===== src/rtl/vram_arbiter.sv =====
// vram_arbiter: shares one single-port VRAM between the display fetcher and the CPU, with a display-streak starvation guard
module vram_arbiter #(
  parameter int ADDR_WIDTH = 15,
  parameter int DATA_WIDTH = 8,
  parameter int MEM_LATENCY = 2,
  parameter int MAX_DISP_STREAK = 4
) (
  input  logic                  CLK_50MHz,
  input  logic                  RESET,
  input  logic                  DISP_REQ,
  input  logic [ADDR_WIDTH-1:0] DISP_ADDR,
  output logic                  DISP_ACK,
  output logic [DATA_WIDTH-1:0] DISP_DATA,
  input  logic                  CPU_REQ,
  input  logic                  CPU_WE,
  input  logic [ADDR_WIDTH-1:0] CPU_ADDR,
  input  logic [DATA_WIDTH-1:0] CPU_WDATA,
  output logic                  CPU_ACK,
  output logic [DATA_WIDTH-1:0] CPU_RDATA,
  output logic                  MEM_EN,
  output logic                  MEM_WE,
  output logic [ADDR_WIDTH-1:0] MEM_ADDR,
  output logic [DATA_WIDTH-1:0] MEM_WDATA,
  input  logic [DATA_WIDTH-1:0] MEM_RDATA,
  output logic                  BUSY
);
  localparam int CW = $clog2(MEM_LATENCY + 1);
  localparam int SW = $clog2(MAX_DISP_STREAK + 1);
  typedef enum logic [1:0] {IDLE, ISSUE, WAIT, DONE} state_t;
  state_t state_q, state_d;
  logic [CW-1:0] wait_cnt_q, wait_cnt_d;
  logic [SW-1:0] streak_q, streak_d;
  logic owner_cpu_q, owner_cpu_d;
  logic wr_q, wr_d;
  logic mem_en_q, mem_en_d;
  logic mem_we_q, mem_we_d;
  logic [ADDR_WIDTH-1:0] mem_addr_q, mem_addr_d;
  logic [DATA_WIDTH-1:0] mem_wdata_q, mem_wdata_d;
  logic [DATA_WIDTH-1:0] disp_data_q, disp_data_d;
  logic [DATA_WIDTH-1:0] cpu_rdata_q, cpu_rdata_d;
  logic disp_ack_q, disp_ack_d;
  logic cpu_ack_q, cpu_ack_d;
  logic busy_q, busy_d;
  logic wait_last, grant, pick_cpu, cap;
  always_ff @(posedge CLK_50MHz) begin
    if (RESET) begin
      state_q     <= IDLE;
      wait_cnt_q  <= '0;
      streak_q    <= '0;
      owner_cpu_q <= 1'b0;
      wr_q        <= 1'b0;
      mem_en_q    <= 1'b0;
      mem_we_q    <= 1'b0;
      mem_addr_q  <= '0;
      mem_wdata_q <= '0;
      disp_data_q <= '0;
      cpu_rdata_q <= '0;
      disp_ack_q  <= 1'b0;
      cpu_ack_q   <= 1'b0;
      busy_q      <= 1'b0;
    end else begin
      state_q     <= state_d;
      wait_cnt_q  <= wait_cnt_d;
      streak_q    <= streak_d;
      owner_cpu_q <= owner_cpu_d;
      wr_q        <= wr_d;
      mem_en_q    <= mem_en_d;
      mem_we_q    <= mem_we_d;
      mem_addr_q  <= mem_addr_d;
      mem_wdata_q <= mem_wdata_d;
      disp_data_q <= disp_data_d;
      cpu_rdata_q <= cpu_rdata_d;
      disp_ack_q  <= disp_ack_d;
      cpu_ack_q   <= cpu_ack_d;
      busy_q      <= busy_d;
    end
  end
  always_comb begin
    wait_last  = wait_cnt_q == CW'(MEM_LATENCY - 1);
    state_d    = state_q == IDLE  ? ((DISP_REQ | CPU_REQ) ? ISSUE : IDLE) :
                 state_q == ISSUE ? WAIT :
                 state_q == WAIT  ? (wait_last ? DONE : WAIT) : IDLE;
    wait_cnt_d = state_q == WAIT ? wait_cnt_q + CW'(1) : '0;
  end
  always_comb begin
    grant       = state_q == IDLE & (DISP_REQ | CPU_REQ);
    pick_cpu    = CPU_REQ & (~DISP_REQ | streak_q == SW'(MAX_DISP_STREAK));
    streak_d    = !grant ? streak_q :
                  (pick_cpu | ~CPU_REQ) ? '0 :
                  streak_q == SW'(MAX_DISP_STREAK) ? streak_q : streak_q + SW'(1);
    owner_cpu_d = grant ? pick_cpu : owner_cpu_q;
    wr_d        = grant ? pick_cpu & CPU_WE : wr_q;
    mem_en_d    = grant;
    mem_we_d    = grant & pick_cpu & CPU_WE;
    mem_addr_d  = grant ? (pick_cpu ? CPU_ADDR : DISP_ADDR) : mem_addr_q;
    mem_wdata_d = (grant & pick_cpu) ? CPU_WDATA : mem_wdata_q;
    cap         = state_q == WAIT & wait_last;
    disp_data_d = (cap & ~owner_cpu_q) ? MEM_RDATA : disp_data_q;
    cpu_rdata_d = (cap & owner_cpu_q & ~wr_q) ? MEM_RDATA : cpu_rdata_q;
    disp_ack_d  = cap & ~owner_cpu_q;
    cpu_ack_d   = cap & owner_cpu_q;
    busy_d      = state_d != IDLE;
  end
  assign DISP_ACK  = disp_ack_q;
  assign DISP_DATA = disp_data_q;
  assign CPU_ACK   = cpu_ack_q;
  assign CPU_RDATA = cpu_rdata_q;
  assign MEM_EN    = mem_en_q;
  assign MEM_WE    = mem_we_q;
  assign MEM_ADDR  = mem_addr_q;
  assign MEM_WDATA = mem_wdata_q;
  assign BUSY      = busy_q;
endmodule


===== config.mk =====
export PLATFORM = sky130hd
export DESIGN_NAME = vram_arbiter
export DESIGN_NICKNAME = d
export VERILOG_FILES = /design/src/rtl/vram_arbiter.sv
export SDC_FILE = /design/constraint.sdc
export NUM_CORES = 1
export LEC_CHECK = 0
export CAP_MARGIN = 30
export CORE_MARGIN = 1.5
export CORE_UTILIZATION = 38
export DETAILED_ROUTE_END_ITERATION = 12
export GPL_TIMING_DRIVEN = 0
export PLACE_DENSITY = 0.76
export SETUP_SLACK_MARGIN = 0.3
export SYNTH_ARGS = -nofsm -noshare
export SYNTH_HDL_FRONTEND = slang
export SYNTH_SLANG_ARGS = --single-unit

===== constraint.sdc =====
create_clock -name CLK_50MHz -period 1.5 [get_ports CLK_50MHz]
set_input_delay 0.15 -clock CLK_50MHz [delete_from_list [all_inputs] [get_ports CLK_50MHz]]
set_output_delay 0.15 -clock CLK_50MHz [all_outputs]
set_load 0.05 [all_outputs]

==> out/qor.txt, run 1 <==
outcome - completed
delay-heaviest family, CP - buffers and inverters
total CTS buffers - 5
crit path kind - reg2reg
Critical Path RT - 1.73 ns
# Max-Cap Violations - 0
total power - 4010 uW
final hold vios - 0
CTS tree - built
Clock Tree Root - clkbuf_8
clock latency on the worst-skew pair - 0.32 ns
RSZ-0062 raised after global routing - yes
CP peak stage delay - 0.37 ns
Power Density - 1040 nW/um2
Pleak - 0.00157 uW
synth warn - 0
Initial Util - 39.6%
cts hold-fix bufs - 0
Die Width - 79.0 um
Vias - 2333
final worst-path cycle share - 95.4%
pre-CTS setup slack - -0.174 ns
Post-synth EDFFs - 0
Peak Freq - 699 MHz
worst vdd ir - 0.515 mV
Die Ht - 79.0 um
Clock Sinks - 53
Initial DRC Count - 99
number of synthesized register bits - 53
Final TNS setup - 0 ns
Pins Over Slew Limit - 0
IO Pins - 95
cells along the critical path - inv_4 -> ha_4 -> o21a_1 -> buf_6 -> buf_6 -> buf_16 -> a311oi_2
worst hold path type - in2reg
Row Count - 27
Routability Congestion - 0.748
Post-synth top flop - dfxtp_1
WL/cell - 16.4 um
WP buf/inv - 4
Clock Skews - 0.0125 ns
area of placed instances - 3300 um2
cell count after synthesis - 248
minimum clock period - 1.43 ns
Worst path most repeated cell - buf_6
sequential area share after synthesis - 48.3%
initial antenna violation count - 0
slew margin rel. - 48.2%
Clock Tree Buf Depth - 2
Routed Antenna Nets - 0
nature of the critical path endpoint - register
post-synth cell types - 31
final net count - 430
die area - 6240 um2
Via density - 5.23
grt ovf - 0
Worst path slowest cell - dfxtp_2
CORE AREA - 5540 um2
Syn Area/Cell - 8.85 um2
design area - 3850 um2
DRT Pass-1 Iters - 4
Final setup viols - 0
final wirelength - 7.32 mm
PortBufs - 93
syn nets - 305
Worst Tran Pin Value - 0.777 ns
vias in the first global route - 2392
largest net degree at the start of global routing - 17
first-pass GRT wire length - 11.2 mm
layout cell share with drive strength beyond 1 - 42.0%
Detail Placement HPWL - 4.41 mm
smallest setup slack after layout - 0.0685 ns
critical path startpoint category - register
hold slack final - 0.186 ns
cell area after synthesis - 2200 um2
number of antenna diodes - 0
CP arrival - 1.66 ns
clock-pin slew reported for the worst setup and hold paths after clock tree synthesis - 0.10 ns
total track usage - 23.0%
CTS H-Tree Depth - 2
Post-route DRC - 0
asr flop ratio synth - 0%
CP Max Fanout - 6
Fillers - 422
P&R area growth vs syn - 75.4%
==> final cells by class <==
| class | instances | area (um2) | share of cell area [%] |
|---|---|---|---|
| plain buffers | 21 | 198 | 5.13 |
| clock buffers | 6 | 82.6 | 2.14 |
| clock inverters | 2 | 37.5 | 0.975 |
| inverters | 7 | 28.8 | 0.747 |
| multi-input cells | 167 | 1280 | 33.2 |
| flip-flops and latches | 53 | 1070 | 27.7 |
| well taps | 72 | 90.1 | 2.34 |
| repair buffers | 118 | 1070 | 27.8 |
==> cells in the mapped netlist (2+ instances only) <==
cell type,instances,area share [%]
dfxtp_1,53,48
nor2_1,33,5.6
nand3_1,25,5.7
o21ai_0,24,5.5
nand2_1,22,3.8
a21oi_1,19,4.3
a311oi_1,13,5.2
clkbuf_1,8,1.4
mux2i_1,8,3.6
buf_2,7,1.6
inv_1,7,1.2
ha_1,6,3.4
buf_6,3,1.5
a311oi_2,2,1.4
buf_4,2,0.68
==> worst register-to-register path, stage by stage (launching register included) <==
cell and delay (ns):
dfxtp_2 0.37, inv_4 0.06, ha_4 0.16, o21a_1 0.11
buf_6 0.14, buf_6 0.13, buf_16 0.13, a311oi_2 0.26
==> sequential cells by signal, summed over array words and instances (netlist names) <==
signal	flops
BUSY	1
MEM_EN	1
wr_q	1
state_q	2
MEM_ADDR	15
CPU_RDATA	8
owner_cpu_q	1
DISP_ACK	1
DISP_DATA	8
MEM_WDATA	8
CPU_ACK	1
MEM_WE	1
streak_q	3
wait_cnt_q	2
==> layer usage <==
metal	GRT usage (%)	vias up	share of wire, %	routed length, um
li1	-	1127	-	-
met1	26.1	1126	40	2910
met2	41.4	69	53	3870
met3	6.09	11	5.9	432
met4	7.72	0	1.5	107
met5	0	-	0	0
==> metrics by stage <==
stage          util, %  std cells
3_5_place_dp      59.6        413
2_1_floorplan        -        248
6_report          69.5        446
5_1_grt           69.5        446
4_1_cts           69.1        443
3_3_place_gp      59.6        413
==> where the power goes <==
part	switching [uW]	total [uW]	internal, uW
clock	494	1040	543
sequential	55.5	1570	1520
combinational	788	1400	615
==> cells in the final DEF (no fill, tap or decap), drive strengths merged, types with 7 or more instances in the layout <==
master | netlist | layout
clkbuf | 8 | 16
buf | 13 | 72
o21ai | 24 | 24
a311oi | 15 | 15
dfxtp | 53 | 53
nand2 | 22 | 22
mux2i | 8 | 8
clkdlybuf4s50 | 0 | 49
inv | 7 | 7
nor2 | 33 | 33
a21oi | 19 | 19
nand3 | 25 | 25
==> cells by family after synthesis <==
kind of cell               after synthesis  synth area share (%)
and+or+nand+nor                         86                  17.2
AOI/OAI and AO/OA                       66                  20.0
DFF                                     53                  48.3
buffers and inverters                   28                  7.07
muxes                                    8                  3.65
adders and majority gates                6                  3.42
xor gates and xnor gates                 1                 0.399
==> path summary, 6_finish.rpt <==
kind                            cells after the start  slack (ns)           from             to
worst max register to register                      7        0.07     state_q[0]    MEM_ADDR[4]
worst min register to register                      1        0.43  wait_cnt_q[0]  wait_cnt_q[0]
worst min-delay path                                2        0.19          RESET    streak_q[0]
worst max-delay path                                7        0.07     state_q[0]    MEM_ADDR[4]
==> repair_timing <==
action | 4_1_cts | 5_1_grt
setup endpoints to repair | 91 | 85
buffers inserted | 17 | 2
gates resized for setup | 168 | 134
gates cloned | 5 | 1
pin swaps | 25 | 35
endpoints found under the hold margin | 0 | 0
Note: power is estimated with default switching activity, not from simulation.
==> inputs of run 2 (changes only) <==
--- a/config.mk
+++ b/config.mk
@@ -6,7 +6,6 @@
 export NUM_CORES = 1
 export LEC_CHECK = 0
 export CAP_MARGIN = 30
-export CORE_MARGIN = 1.5
 export CORE_UTILIZATION = 38
 export DETAILED_ROUTE_END_ITERATION = 12
 export GPL_TIMING_DRIVEN = 0
==> run 2 against run 1 <==
Net effect:
- register-to-register slack improved by 0.07 ns
- worst setup slack improved by 0.066 ns
- sequential share of layout area rose by 0.58 points
- critical endpoint is now MEM_WDATA[1]
- cell area fell by 1.8%
- die area fell by 2.5%
- first-iteration DRC count fell by 23%
- clock-buffer cell count fell by 1
- utilization fell by 1.3 points
- final cell count fell by 1.1%
- via count fell by 0.69%
==> out/qor.txt, run 2 (synthesis gave the netlist of run 1 again) <==
Post-route DRC - 0 (unchanged)
Worst Tran Pin Value - 0.718 ns (-0.0594 ns)
Pins Over Slew Limit - 0 (unchanged)
vias in the first global route - 2229 (-6.8%)
Via density - 5.25 (+0.44%)
Pleak - 0.00151 uW (-4.0%)
Util after Layout - 68.2% (-1.3 points)
Reg-to-Reg Start - streak_q[0]
number of antenna diodes - 0 (unchanged)
WP depth - 8 (+1)
minimum clock period - 1.37 ns (-0.0660 ns)
Peak Freq - 732 MHz (+4.8%)
crit path kind - reg2reg
Worst path slowest cell - dfxtp_2
first-pass GRT wire length - 10.7 mm (-4.7%)
cells along the critical path - inv_2 -> ha_4 -> a21bo_1 -> buf_6 -> buf_12 -> buf_16 -> nand3_2 -> a21oi_1
CP peak stage delay - 0.35 ns (-0.02 ns)
CORE AREA - 5540 um2 (unchanged)
Initial DRC Count - 76 (-23%)
Routed Antenna Nets - 0 (unchanged)
layout cell share with drive strength beyond 1 - 42.0% (about the same)
cts hold-fix bufs - 0 (unchanged)
RR Endpoint - MEM_WDATA[1]
Fillers - 430 (+1.9%)
Worst Reg-to-Reg Cells - 8 (+1)
IO Pins - 95 (unchanged)
slew margin rel. - 52.1% (+4.0 points)
Vias - 2317 (-0.69%)
nature of the critical path endpoint - register
delay-heaviest family, CP - buffers and inverters
WP buf/inv - 4 (unchanged)
Die Ht - 78.0 um (-1.3%)
hold path start - RESET
final hold vios - 0 (unchanged)
area of the multi-input gates - 1300 um2 (+1.4%)
worst hold path type - in2reg
total track usage - 22.4% (-0.56 points)
outcome - completed
total CTS buffers - 5 (unchanged)
P&R area growth vs syn - 72.2%
Final setup viols - 0 (unchanged)
Clock Tree Buf Depth - 2 (unchanged)
Reg area - 1070 um2 (+0.23%)
most frequent cells in the layout - dfxtp_1 (49), clkdlybuf4s50_1 (49), buf_2 (34)
area of placed instances - 3300 um2 (unchanged)
PortBufs - 93 (unchanged)
Row Count - 27 (unchanged)
WL/cell - 15.5 um (-5.7%)
RSZ-0062 raised after global routing - yes
die area - 6090 um2 (-2.5%)
CTS tree - built
final wirelength - 6.82 mm (-6.7%)
largest net degree at the start of global routing - 18 (+1)
design area - 3780 um2 (-1.8%)
DRT Pass-1 Iters - 4 (unchanged)
worst vdd ir - 0.567 mV (+10%)
Clock Skews - 0.0104 ns (-0.00202 ns)
initial antenna violation count - 0 (unchanged)
critical path startpoint category - register
CTS H-Tree Depth - 2 (unchanged)
clock-pin slew reported for the worst setup and hold paths after clock tree synthesis - 0.10 ns (about the same)
Die Width - 78.0 um (-1.3%)
Largest register FFs - 15 (unchanged)
Setup crit end - MEM_WDATA[1]
CP Max Fanout - 5 (-1)
Critical Path RT - 1.68 ns (-0.05 ns)
# Max-Cap Violations - 0 (unchanged)
worst reg2reg setup slack - 0.13 ns (+0.07 ns)
Initial Util - 39.6% (unchanged)
CP arrival - 1.54 ns (-0.12 ns)
Routability Congestion - 0.717 (-4.1%)
Detail Placement HPWL - 4.30 mm (-2.6%)
Clock Tree Root - clkbuf_8
clock latency on the worst-skew pair - 0.32 ns (about the same)
Crit. Startpoint - streak_q[0]
final net count - 425 (-1.2%)
grt ovf - 0 (unchanged)
final worst-path cycle share - 91.0% (-4.4 points)
Power Density - 983 nW/um2 (-5.6%)
Clock Sinks - 53 (unchanged)
run 2: stage by stage:
stage | setup slack, ns | hold slack (ns) | setup TNS, ns | instances | total power [uW]
finish | 0.135 | 0.160 | 0 | 441 | 3720
global route | 0.0754 | 0.197 | 0 | 441 | 3880
CTS | 0.130 | 0.157 | 0 | 437 | 3660
detailed placement | -0.217 | 0.423 | -2.94 | 413 | 2710
global placement | -0.189 | 0.407 | -2.45 | 413 | 2690
floorplan | 0.260 | 0.271 | 0 | 248 | 2310
run 2: worst min path at each step:
stage	end	slack [ns]	cells after the start
2_1_floorplan	MEM_WE	0.27	2
3_3_place_gp	wait_cnt_q[0]	0.41	1
3_5_place_dp	wait_cnt_q[0]	0.42	1
4_1_cts	streak_q[0]	0.16	2
5_1_grt	streak_q[0]	0.20	2
6_report	streak_q[0]	0.16	2
run 2: repair_timing:
item / in CTS / in global routing
setup buffers: 14 / 2
pin swaps: 28 / 35
resized for setup: 175 / 116
setup endpoints to repair: 91 / 83
gates cloned: 2 / 2
run 2: area by class of cell:
class                           instances  area share [%]
Multi-Input combinational cell        167            34.3
Sequential cell                        53            28.3
Timing Repair Buffer                  113            26.6
Buffer                                 21            5.29
Tap cell                               72            2.38
Clock buffer                            5            1.82
Inverter                                7           0.827
Clock inverter                          3           0.563
run 2: power breakdown:
group	switching [uW]	internal, uW
Sequential	58.5	1520
Combinational	761	543
Clock	504	332
Total	1320	2390
run 2: routing by layer:
layer	GRT usage (%)	wire, um	up-vias
met4	7.59	108	0
met5	0	0	-
met1	26.1	2830	1114
met3	5.00	392	10
li1	-	-	1115
met2	40.4	3500	78
run 2: worst register-to-register path: stages, from the launching register on:
cell	delay, ns
dfxtp_2	0.35
inv_2	0.05
ha_4	0.16
a21bo_1	0.17
buf_6	0.14
buf_12	0.13
buf_16	0.13
nand3_2	0.05
a21oi_1	0.05
==> inputs of run 3 (changes only) <==
--- a/config.mk
+++ b/config.mk
@@ -5,11 +5,12 @@
 export SDC_FILE = /design/constraint.sdc
 export NUM_CORES = 1
 export LEC_CHECK = 0
+export ABC_AREA = 1
 export CAP_MARGIN = 30
 export CORE_UTILIZATION = 38
 export DETAILED_ROUTE_END_ITERATION = 12
 export GPL_TIMING_DRIVEN = 0
-export PLACE_DENSITY = 0.76
+export PLACE_DENSITY = 0.75
 export SETUP_SLACK_MARGIN = 0.3
 export SYNTH_ARGS = -nofsm -noshare
 export SYNTH_HDL_FRONTEND = slang
==> run 3 against run 2 <==
Net effect:
- non-clock buffer count is 7 lower
- via count grew 4.1%
- clock power up 16%
- largest power group unchanged
==> out/qor.txt, run 3 <==
outcome - completed
Reg area - 1070 um2 (-0.12%)
syn nets - 366 (+20%)
Crit. Startpoint - streak_q[1]
final hold vios - 0 (unchanged)
commonest non-fill, non-tap cell in the layout - nor2_1
largest family of logic cells by synthesized area - simple AND/OR/NAND/NOR gates
delay-heaviest family, CP - buffers and inverters
nature of the critical path endpoint - register
Syn Area/Cell - 7.43 um2 (-16%)
Routed Antenna Nets - 0 (unchanged)
top sig layer - met4
slew margin rel. - 60.3% (+8.2 points)
worst reg2reg setup slack - 0.12 ns (about the same)
Worst Reg-to-Reg Cells - 9 (+1)
Final TNS setup - 0 ns (unchanged)
asr flop ratio synth - 0% (unchanged)
NetSw - 1300 uW (-1.9%)
worst vdd ir - 0.581 mV (+2.5%)
crit path kind - reg2reg
Reg-to-Reg Start - streak_q[1]
CP peak stage delay - 0.35 ns (about the same)
top post-synthesis cells by area - dfxtp_1 (46%), nor2_1 (11%), o21ai_0 (6.8%), a21oi_1 (6.1%), nand2_1 (5.7%)
Vias - 2411 (+4.1%)
Pleak - 0.00161 uW (+6.9%)
Largest register FFs - 15 (unchanged)
clock latency on the worst-skew pair - 0.31 ns (about the same)
RSZ-0062 raised after global routing - yes
CTS H-Tree Depth - 2 (unchanged)
Int Pwr - 2540 uW (+6.2%)
total CTS buffers - 5 (unchanged)
worst hold path type - in2reg
Detail Placement HPWL - 4.40 mm (+2.4%)
first-pass GRT wire length - 10.8 mm (+1.2%)
pre-CTS setup slack - -0.0847 ns (+0.132 ns)
Worst Tran Pin Value - 0.595 ns (-0.123 ns)
die area - 6350 um2 (+4.4%)
Worst path slowest cell - dfxtp_2
layout cell share with drive strength beyond 1 - 29.6% (-12 points)
sequential area share after synthesis - 46.2% (-2.1 points)
hold slack final - 0.131 ns (-0.0281 ns)
Routability Congestion - 0.826 (+15%)
Clock Tree Root - clkbuf_8
initial antenna violation count - 0 (unchanged)
Net Sw Frac - 33.8% (-1.8 points)
number of synthesized register bits - 53 (unchanged)
Post-Synth Adder-Cell Area - 3.27% (-0.15 points)
CTS tree - built
total track usage - 22.1% (-0.34 points)
DRT Pass-1 Iters - 4 (unchanged)
WP depth - 9 (+1)
Via density - 4.84 (-7.9%)
largest net degree at the start of global routing - 17 (-1)
Clock Sinks - 53 (unchanged)
area of the multi-input gates - 1130 um2 (-13%)
Initial Util - 40.4% (+0.80 points)
Worst path most repeated cell - nand2_4
vias in the first global route - 2334 (+4.7%)
Pins Over Slew Limit - 0 (unchanged)
count leader, synth - nor2_1
CP arrival - 1.55 ns (about the same)
Peak Freq - 727 MHz (-0.74%)
Die Width - 79.7 um (+2.2%)
P&R area growth vs syn - 58.6%
IO Pins - 95 (unchanged)
WL/cell - 13.6 um (-12%)
minimum clock period - 1.38 ns (+0.0101 ns)
Die Ht - 79.7 um (+2.2%)
clock-pin slew reported for the worst setup and hold paths after clock tree synthesis - 0.10 ns (about the same)
Final setup viols - 0 (unchanged)
DRT met1 WL - 2.87 mm (+1.3%)
Yosys top cell by area - dfxtp_1
final wirelength - 6.75 mm (-1.1%)
total power - 3840 uW (+3.3%)
WL met2 - 3.35 mm (-4.2%)
cell count after synthesis - 309 (+25%)
critical path startpoint category - register
grt ovf - 0 (unchanged)
Clock Tree Buf Depth - 2 (unchanged)
# Max-Cap Violations - 0 (unchanged)
Clock Skews - 0.00968 ns (-0.000767 ns)
Sequential Power Share - 41.3% (-1.1 points)
CP Max Fanout - 6 (+1)
Post-Synth XOR/XNOR Area - 0% (-0.40 points)
smallest setup slack after layout - 0.124 ns (-0.0101 ns)
Synth Area in Compound Gates - 13.8% (-6.2 points)
number of antenna diodes - 0 (unchanged)
Initial DRC Count - 134 (+76%)
cts hold-fix bufs - 0 (unchanged)
Post-Synth Simple-Gate Area - 25.6% (+8.5 points)
cells along the critical path - inv_2 -> ha_4 -> nand2_4 -> nand2_4 -> buf_8 -> buf_12 -> buf_16 -> nand4_1 -> a21oi_1
final worst-path cycle share - 91.7% (+0.68 points)
RR Endpoint - MEM_WDATA[3]
PortBufs - 92 (-1.1%)
Setup crit end - MEM_WDATA[3]
Yosys top cell area share - 46.2% (-2.1 points)
Row Count - 27 (unchanged)
WP buf/inv - 4 (unchanged)
Critical Path RT - 1.68 ns (about the same)
Fillers - 519 (+21%)
Gate power share - 33.4% (-1.7 points)
mux contribution to synthesized area - 0% (-3.6 points)
Clk network pwr share - 25.3% (+2.8 points)
Power Density - 1060 nW/um2 (+7.4%)
most frequent cells in the layout - nor2_1 (67), dfxtp_1 (48), clkdlybuf4s50_1 (47)
CORE AREA - 5680 um2 (+2.4%)
Post-synth top flop - dfxtp_1
post-synth cell types - 22 (-29%)
synth warn - 0 (unchanged)
Post-synth EDFFs - 0 (unchanged)
Met3 Wirelength - 484 um (+23%)
cell area after synthesis - 2290 um2 (+4.5%)
final net count - 482 (+13%)
Post-route DRC - 0 (unchanged)
Post-synth top cells - nor2_1 (70), dfxtp_1 (53), nand2_1 (35)
[run 3: cell types whose count changed after synthesis, sizes merged, moves of 5 or more]
cell    before  now
a21oi       19   28
nand2       22   36
o21ai       24   34
nand4        1    8
nand3       25   20
inv          7   29
a311oi      15    0
clkbuf       8    3
nor2        33   72
mux2i        8    0
[run 3: final cells by class]
type	count	share of cell area (%)
buffer	19	4.26
clock buffer	6	1.99
clock inverter	2	1.07
inverter	30	3.44
multi-input combinational	208	31.1
sequential	53	29.3
tap	72	2.48
timing repair buffer	108	26.4
[run 3: power groups by stage]
stage               combinational, uW  sequential [uW]  clock (uW)
floorplan                         407             1910           0
global placement                 1110             1610           0
detailed placement               1120             1610           0
CTS                              1230             1580         992
global route                     1380             1600        1060
finish                           1280             1590         970
[run 3: how the worst min path moves through the flow]
stage          cells after the start           from            end  slack, ns
6_report                           2          RESET   MEM_WDATA[0]       0.13
3_3_place_gp                       1  wait_cnt_q[0]  wait_cnt_q[0]       0.41
2_1_floorplan                      2   MEM_RDATA[0]   DISP_DATA[0]       0.28
3_5_place_dp                       1  wait_cnt_q[0]  wait_cnt_q[0]       0.44
5_1_grt                            2          RESET   MEM_WDATA[0]       0.14
4_1_cts                            2          RESET     state_q[0]       0.13
[run 3: cells by family (layout without fill, tap and decap cells)]
group	Yosys count	after routing
AND/OR/NAND/NOR	138	139
AO/OA/AOI/OAI	63	63
flip-flops	53	53
buffers and inverters	49	165
adder cells (fa/ha/maj)	6	6
[run 3: repair_timing]
| action | CTS | global route |
|---|---|---|
| buffers inserted | 6 | 3 |
| gates cloned | 6 | 2 |
| resized for setup | 174 | 86 |
| endpoints found under the setup margin | 92 | 80 |
| pin swaps | 21 | 13 |
[run 3: per-stage QoR]
step	std cells	util, %	cell area, um2
floorplan	309	-	2310
global placement	473	58.5	3320
detailed placement	473	58.5	3320
CTS	493	65.5	3720
global route	498	64.1	3640
finish	498	64.1	3640
[run 3: metal layers]
metal  GRT usage [%]  up-vias
li1                -     1229
met1            25.6     1080
met2            38.0       98
met3            7.31        4
met4            6.91        0
met5               0        -
[run 3: worst reg2reg max path, cell delays in order, from the launching register on]
cell and delay, ns:
dfxtp_2 0.35, inv_2 0.05, ha_4 0.16, nand2_4 0.07
nand2_4 0.07, buf_8 0.16, buf_12 0.12, buf_16 0.12
nand4_1 0.06, a21oi_1 0.08
